$ cat config.mk
export PLATFORM = sky130hd
export DESIGN_NAME = fp_add_sequencer
export DESIGN_NICKNAME = d
export VERILOG_FILES = /design/src/rtl/fp_seq_pkg.sv /design/src/rtl/fp_seq_watchdog.sv /design/src/rtl/fp_add_sequencer.sv
export SDC_FILE = /design/constraint.sdc
export NUM_CORES = 1
export LEC_CHECK = 0
export BUFFER_PORTS_ARGS = -buffer_cell sky130_fd_sc_hd__buf_2
export CORE_AREA = 2 2 39 41
export CTS_CLUSTER_SIZE = 14
export DETAILED_ROUTE_END_ITERATION = 7
export DIE_AREA = 0 0 41 43
export PLACE_DENSITY_LB_ADDON = 0.25
export SYNTH_ARGS = -nofsm -noshare
export SYNTH_HDL_FRONTEND = slang
export SYNTH_SLANG_ARGS = --single-unit
$ cat constraint.sdc
create_clock -name clk -period 1.6 [get_ports clk]
set_input_delay 0.16 -clock clk [delete_from_list [all_inputs] [get_ports clk]]
set_output_delay 0.16 -clock clk [all_outputs]
set_load 0.02 [all_outputs]
$ cat src/rtl/fp_seq_pkg.sv
// Shared types and defaults for the floating-point adder sequencer.
package fp_seq_pkg;

  localparam int unsigned STATE_W             = 3;
  localparam int unsigned STATE_COUNT         = 8;
  localparam int unsigned ALIGN_LIMIT_DEFAULT = 31;
  localparam int unsigned WD_W_DEFAULT        = 6;

  typedef enum logic [STATE_W-1:0] {
    IDLE  = 3'd0,
    LOAD  = 3'd1,
    SETUP = 3'd2,
    ALIGN = 3'd3,
    SUM   = 3'd4,
    FMLD  = 3'd5,
    NORM  = 3'd6,
    DONE  = 3'd7
  } seqStateT;

endpackage

$ cat src/rtl/fp_seq_watchdog.sv
// ALIGN-phase cycle counter; flags when the alignment has run ALIGN_LIMIT cycles.
module fp_seq_watchdog #(
  parameter int unsigned ALIGN_LIMIT = 31,
  parameter int unsigned WD_W        = 6
) (
  input  logic clk,
  input  logic rst,
  input  logic clr,
  input  logic inc,
  output logic expired
);

  logic [WD_W-1:0] wdCnt;

  // Holds at the limit so a stalled FSM can never wrap the count.
  always_ff @(posedge clk) begin
    if (rst || clr) begin
      wdCnt <= '0;
    end else if (inc && !expired) begin
      wdCnt <= wdCnt + WD_W'(1);
    end
  end

  assign expired = (wdCnt == WD_W'(ALIGN_LIMIT));

endmodule

$ cat src/rtl/fp_add_sequencer.sv
// Control FSM stepping the FP adder datapath through one addition per start.
// Optional ALIGN watchdog and err flag built when FP_SEQ_WATCHDOG_EN is defined.
module fp_add_sequencer
  import fp_seq_pkg::*;
#(
  parameter int unsigned ALIGN_LIMIT = ALIGN_LIMIT_DEFAULT,
  parameter int unsigned WD_W        = WD_W_DEFAULT
) (
  input  logic clk,
  input  logic rst,
  input  logic start,
  input  logic complete,
  input  logic OV,
  output logic busy,
  output logic done,
  output logic err,
  output logic ldS1,
  output logic ldS2,
  output logic ldExp1,
  output logic ldExp2,
  output logic ldM1,
  output logic ldM2,
  output logic ldRegA,
  output logic ldRegB,
  output logic ldC,
  output logic shEn,
  output logic cntEn,
  output logic ldRegS,
  output logic ldFM,
  output logic shM
);

  seqStateT state;
  seqStateT nextState;
  logic     ovQ;
  logic     wdExpired;

`ifdef FP_SEQ_WATCHDOG_EN
  logic errQ;

  fp_seq_watchdog #(
    .ALIGN_LIMIT(ALIGN_LIMIT),
    .WD_W       (WD_W)
  ) uWatchdog (
    .clk    (clk),
    .rst    (rst),
    .clr    (state == SETUP),
    .inc    (state == ALIGN),
    .expired(wdExpired)
  );

  // Sticky abort flag: raised on a watchdog exit, cleared by the next operand load.
  always_ff @(posedge clk) begin
    if (rst || state == LOAD) begin
      errQ <= 1'b0;
    end else if (state == ALIGN && !complete && wdExpired) begin
      errQ <= 1'b1;
    end
  end

  assign err = errQ && (state inside {SUM, FMLD, NORM, DONE});
`else
  logic [1:0] unusedCfg;

  assign wdExpired = 1'b0;
  assign err       = 1'b0;
  assign unusedCfg = {ALIGN_LIMIT[0], WD_W[0]};
`endif

  always_ff @(posedge clk) begin
    if (rst) begin
      state <= IDLE;
      ovQ   <= 1'b0;
    end else begin
      state <= nextState;
      if (state == FMLD) begin
        ovQ <= OV;
      end
    end
  end

  always_comb begin
    nextState = state;
    busy      = (state != IDLE);
    done      = 1'b0;
    ldS1      = 1'b0;
    ldS2      = 1'b0;
    ldExp1    = 1'b0;
    ldExp2    = 1'b0;
    ldM1      = 1'b0;
    ldM2      = 1'b0;
    ldRegA    = 1'b0;
    ldRegB    = 1'b0;
    ldC       = 1'b0;
    shEn      = 1'b0;
    cntEn     = 1'b0;
    ldRegS    = 1'b0;
    ldFM      = 1'b0;
    shM       = 1'b0;

    case (state)
      IDLE: begin
        if (start) begin
          nextState = LOAD;
        end
      end
      LOAD: begin
        ldS1      = 1'b1;
        ldS2      = 1'b1;
        ldExp1    = 1'b1;
        ldExp2    = 1'b1;
        ldM1      = 1'b1;
        ldM2      = 1'b1;
        nextState = SETUP;
      end
      SETUP: begin
        ldRegA    = 1'b1;
        ldRegB    = 1'b1;
        ldC       = 1'b1;
        nextState = ALIGN;
      end
      // Shift/decrement until the datapath counter expires or the watchdog trips.
      ALIGN: begin
        if (complete || wdExpired) begin
          nextState = SUM;
        end else begin
          shEn  = 1'b1;
          cntEn = 1'b1;
        end
      end
      SUM: begin
        ldRegS    = 1'b1;
        nextState = FMLD;
      end
      FMLD: begin
        ldFM      = 1'b1;
        nextState = OV ? NORM : DONE;
      end
      NORM: begin
        shM       = ovQ;
        nextState = DONE;
      end
      DONE: begin
        done      = 1'b1;
        nextState = IDLE;
      end
      default: begin
        nextState = IDLE;
      end
    endcase
  end

endmodule

==> results.json, run 1 <==
{
  "tritoncts": "built",
  "crit_type": "reg -> out",
  "post-route-period-util_pct": 89.5,
  "wl_microns": 652,
  "syn_nets": 45,
  "clk_pin_slew_ps": 40,
  "fmax_mhz": 698,
  "synth_warnings": 0,
  "io_pins": 22,
  "gr-total-overflow": 0,
  "period_minus_slack_ps": 1430,
  "start_util_pct": 24.4,
  "postRouteAntennaNets": 0,
  "fill_cells": 163,
  "drc_errors": 0,
  "dr.first_iter.drc_count": 3,
  "r2r-start": "state[2]",
  "leakage_nw": 0.215,
  "holdBufCountCts": 0,
  "clockBufferDepth": 2,
  "drive_gt1_share_pct": 58.8,
  "track_usage_pct": 8.44,
  "grt_pass1_vias": 219,
  "final_max_slew_viol_count": 0,
  "peakVddDrop_uv": 230,
  "yosysTopAreaCellShare_pct": 23.7,
  "coreArea_sq_um": 1380,
  "clock_latency_ps": 240,
  "gp_congestion": 0.669,
  "grt_pass1_wl_microns": 945,
  "final_hold_viol_count": 0,
  "hold_start": "rst",
  "synthDistinctLibCells": 22,
  "die_w_microns": 41,
  "hold_path_class": "in -> reg",
  "n_antenna_cell": 0,
  "yosysMostFrequentCell": "buf_4",
  "htree_num_levels": 1,
  "syn2layout_area_growth_pct": 18.9,
  "max_cap_violations": 0,
  "synth.avg_cell_area_sq_um": 8.45,
  "die_h_microns": 43,
  "vias": 287,
  "crit_path_start": "state[0]",
  "layout.nets": 58,
  "synth_area_sq_um": 338,
  "critPathMaxFanout": 12,
  "post-dp-hpwl_microns": 489,
  "yosys-top-cells-area": "dfxtp_1 (24%), buf_4 (22%), nor3_1 (5.9%)",
  "powerDensity_nw_per_um2": 927,
  "io_buffers": 20,
  "ff_latch_area_sq_um": 81.3,
  "dieArea_sq_um": 1760,
  "synth_cells": 40,
  "crit_required_ps": 1440,
  "finalSetupTns_ps": 0,
  "wl_per_cell_microns": 9.73,
  "finalCoreUtilization_pct": 29.0,
  "cp_slowest_cell": "dfxtp_1",
  "cp.arrival_ps": 1270,
  "dominantRegCellSynth": "dfxtp_1",
  "root_buffer": "clkbuf_4",
  "cts-buffers-inserted": 3,
  "synth-seq-cells": 4,
  "rows": 14,
  "multi_input_area_sq_um": 174,
  "critical-path-max-stage-delay_ps": 510,
  "seq_area_frac_synth_pct": 23.7,
  "rsz0062_at_grt": "false",
  "finalClockSkew_ps": 0.861,
  "total_power_w": 0.000372,
  "setup_violations": 0,
  "antenna_found_initial": 0,
  "viasPerCell": 4.28,
  "drt-pass1-iter-count": 2,
  "hold_ws_ps": 153,
  "cts_sinks": 4,
  "cp-end-kind": "output pin",
  "synth-edff-count": 0,
  "grt_max_degree": 14,
  "async_flop_share_pct": 0,
  "synth_top_area_cell": "dfxtp_1",
  "status": "finished clean",
  "start_kind": "register",
  "synth_common_cells": "buf_4 (10), dfxtp_1 (4), nor3_1 (4), nand2b_1 (3), nand2_1 (2)",
  "path_cells": "nor3b_4, buf_2"
}
## placed cells by master (no fill, tap or decap), types with 2 or more instances in the layout
cell / instances
dfxtp_1: 3
clkbuf_4: 3
nand2b_1: 3
nor3_1: 4
nand2_1: 2
buf_2: 20
## report_power, final
part	internal (W)	total [W]	leakage [nW]	switching (W)
logic	0.0000456	0.000118	0.168	0.0000722
registers	0.000108	0.000126	0.0331	0.0000182
clock network	0.0000841	0.000128	0.0138	0.0000443
total	0.000237	0.000372	0.215	0.000135
## repair_timing
item	4_1_cts	5_1_grt
setup buffers	0	0
resized for setup	0	2
endpoints found under the setup margin	0	9
## cell families (layout without fill, tap and decap cells)
family                 after synthesis  after routing  synth area share [%]
AOI/OAI and AO/OA                    5              5                  15.2
buffers and inverters               13             24                  28.1
DFF                                  4              4                  23.7
muxes                                1              1                  2.96
other                                1              1                  1.11
and+or+nand+nor                     16             16                  28.9
## state kept, by name, summed over array words and instances, names as in the netlist
name / count
state: 3
ovQ: 1
## per-layer routing
layer  global-route usage, %  part of all wire [%]
met5                       0                     0
met2                    9.38                    44
met1                    11.6                    44
met4                    8.00                   2.6
met3                    3.14                   9.5
## worst paths after layout
path,endpoint,slack (ps),depth (start not counted)
max,ldS1,170,2
min,state[0],150,2
max reg2reg,ovQ,510,2
min reg2reg,ovQ,480,2
## worst max-delay path: cells and delay by family (launching register included)
family / cells / cell delay, ps
buf+inv: 1 / 210
flops: 1 / 510
simple gates: 1 / 310
## layout make-up
| type | instances | area share (%) |
|---|---|---|
| Sequential cell | 4 | 20.2 |
| Timing Repair Buffer | 20 | 24.9 |
| Inverter | 1 | 0.935 |
| Tap cell | 16 | 4.98 |
| Clock buffer | 3 | 5.61 |
| Multi-Input combinational cell | 23 | 43.3 |
## stage by stage
step / worst slack [ps] / instances / cell area, sq um
after global placement: 381 / 64 / 372
after floorplan: 73.1 / 40 / 343
after detailed placement: 343 / 64 / 372
after global routing: 5.32 / 67 / 402
after CTS: 73.8 / 67 / 394
final: 168 / 67 / 402
Note: power is estimated with default switching activity, not from simulation.
==> inputs of run 2 (changes only) <==
--- a/config.mk
+++ b/config.mk
@@ -11,6 +11,7 @@
 export DETAILED_ROUTE_END_ITERATION = 7
 export DIE_AREA = 0 0 41 43
 export PLACE_DENSITY_LB_ADDON = 0.25
+export RECOVER_POWER = 100
 export SYNTH_ARGS = -nofsm -noshare
 export SYNTH_HDL_FRONTEND = slang
 export SYNTH_SLANG_ARGS = --single-unit
==> run 2 against run 1 <==
Against the previous run:
- global-route usage is the same
- sequential share of layout area up 0.32 points
- non-clock buffer count is the same
- critical path depth up 1
- sequential power barely moved
- worst setup slack worse by 21 ps
- total power shrank 0.33%
- register-to-register slack is essentially flat
- design area shrank 1.6%
- combinational power about the same
- largest power group unchanged
==> results.json, run 2 (synthesized netlist as in run 1, its figures left out) <==
{
  "ff_latch_area_sq_um": 81.3,
  "pwr-share-clk_pct": 34.6,
  "p_seq_share_pct": 34.0,
  "clk_pin_slew_ps": 40,
  "htree_num_levels": 1,
  "rows": 14,
  "coreArea_sq_um": 1380,
  "path_buf_inv": 1,
  "cp.arrival_ps": 1290,
  "cp_slowest_cell": "dfxtp_1",
  "dieArea_sq_um": 1760,
  "cts-buffers-inserted": 3,
  "antenna_found_initial": 0,
  "drt-pass1-iter-count": 2,
  "crit_family": "flip-flops",
  "n_antenna_cell": 0,
  "rsz0062_at_grt": "false",
  "crit_required_ps": 1440,
  "clock_latency_ps": 240,
  "period_minus_slack_ps": 1450,
  "p_sw_share_pct": 36.5,
  "finalSetupTns_ps": 0,
  "vias": 286,
  "post-dp-hpwl_microns": 489,
  "cp-end-kind": "output pin",
  "track_usage_pct": 8.44,
  "wl_microns": 656,
  "critical-path-max-stage-delay_ps": 510,
  "syn2layout_area_growth_pct": 17.0,
  "crit_type": "reg -> out",
  "fill_cells": 165,
  "mostFrequentLayoutCells": "buf_2 (10), clkbuf_2 (6), nor3_1 (4), clkbuf_1 (4)",
  "root_buffer": "clkbuf_4",
  "gp_congestion": 0.669,
  "finalClockSkew_ps": 0.861,
  "start_util_pct": 24.4,
  "multi_input_area_sq_um": 173,
  "path_cells": "nand2_1, nor3_1, clkbuf_1",
  "io_pins": 22,
  "regMostFlops": "state",
  "drive_gt1_share_pct": 49.0,
  "switchingPower_w": 0.000136,
  "critPathMaxFanout": 12,
  "leakage_nw": 0.196,
  "max_cap_violations": 0,
  "grt_max_degree": 14,
  "powerDensity_nw_per_um2": 938,
  "viasPerCell": 4.27,
  "finalCoreUtilization_pct": 28.6,
  "io_buffers": 20,
  "start_kind": "register",
  "largestRegisters": "state: 3 flops, ovQ: 1 flops",
  "tritoncts": "built",
  "hold_path_class": "in -> reg",
  "final_common_cell": "buf_2",
  "grt_pass1_wl_microns": 945,
  "peakVddDrop_uv": 231,
  "post-route-period-util_pct": 90.8,
  "wl_per_cell_microns": 9.79,
  "die_w_microns": 41,
  "largest_reg_flops": 3,
  "fmax_mhz": 688,
  "internal_power_w": 0.000235,
  "dr.first_iter.drc_count": 3,
  "grt_pass1_vias": 219,
  "pwr-share-comb_pct": 31.4,
  "drc_errors": 0,
  "final_max_slew_viol_count": 0,
  "setup_violations": 0,
  "status": "finished clean",
  "cts_sinks": 4,
  "postRouteAntennaNets": 0,
  "die_h_microns": 43,
  "final_hold_viol_count": 0,
  "layout.nets": 58,
  "gr-total-overflow": 0,
  "clockBufferDepth": 2
}
-- run 2: power by group through the flow --
stage | logic (W) | registers, W | clock network (W)
2_1_floorplan | 0.000127 | 0.000111 | 0
3_3_place_gp | 0.000116 | 0.000125 | 0
3_5_place_dp | 0.000117 | 0.000125 | 0
4_1_cts | 0.000117 | 0.000124 | 0.000138
5_1_grt | 0.000128 | 0.000129 | 0.000145
6_report | 0.000117 | 0.000126 | 0.000128
-- run 2: layout make-up --
| cell class | count | area share (%) |
|---|---|---|
| multi-input cells | 23 | 43.7 |
| repair buffers | 20 | 24.1 |
| flip-flops and latches | 4 | 20.6 |
| clock buffers | 3 | 5.70 |
| well taps | 16 | 5.06 |
| inverters | 1 | 0.949 |
-- run 2: metrics by stage --
stage               setup WS, ps  instance area, sq um  hold WS, ps  total power, W  cells
finish                       147                   395          153        0.000371     67
global route                4.43                   395          151        0.000402     67
CTS                         73.8                   394          140        0.000379     67
global placement             381                   372          394        0.000241     64
floorplan                   73.1                   343          228        0.000237     40
detailed placement           343                   372          400        0.000242     64
-- run 2: timing repair --
action / in CTS / in global routing
resized for setup: 0 / 2
setup endpoints to repair: 0 / 9
buffers inserted: 0 / 0
hold buffers: 0 / 0
-- run 2: final timing paths --
path	slack (ps)	from	cells past startpoint	to
worst max register to register	510	state[2]	2	ovQ
worst min-delay path	150	rst	2	state[0]
worst min register to register	480	ovQ	2	ovQ
worst max-delay path	150	state[0]	3	cntEn
-- run 2: layer usage --
| metal | global-route usage [%] | vias up | part of all wire, % |
|---|---|---|---|
| li1 | - | 147 | - |
| met1 | 11.6 | 123 | 44 |
| met2 | 9.38 | 14 | 44 |
| met3 | 3.14 | 2 | 9.6 |
| met4 | 8.00 | 0 | 2.6 |
| met5 | 0 | - | 0 |
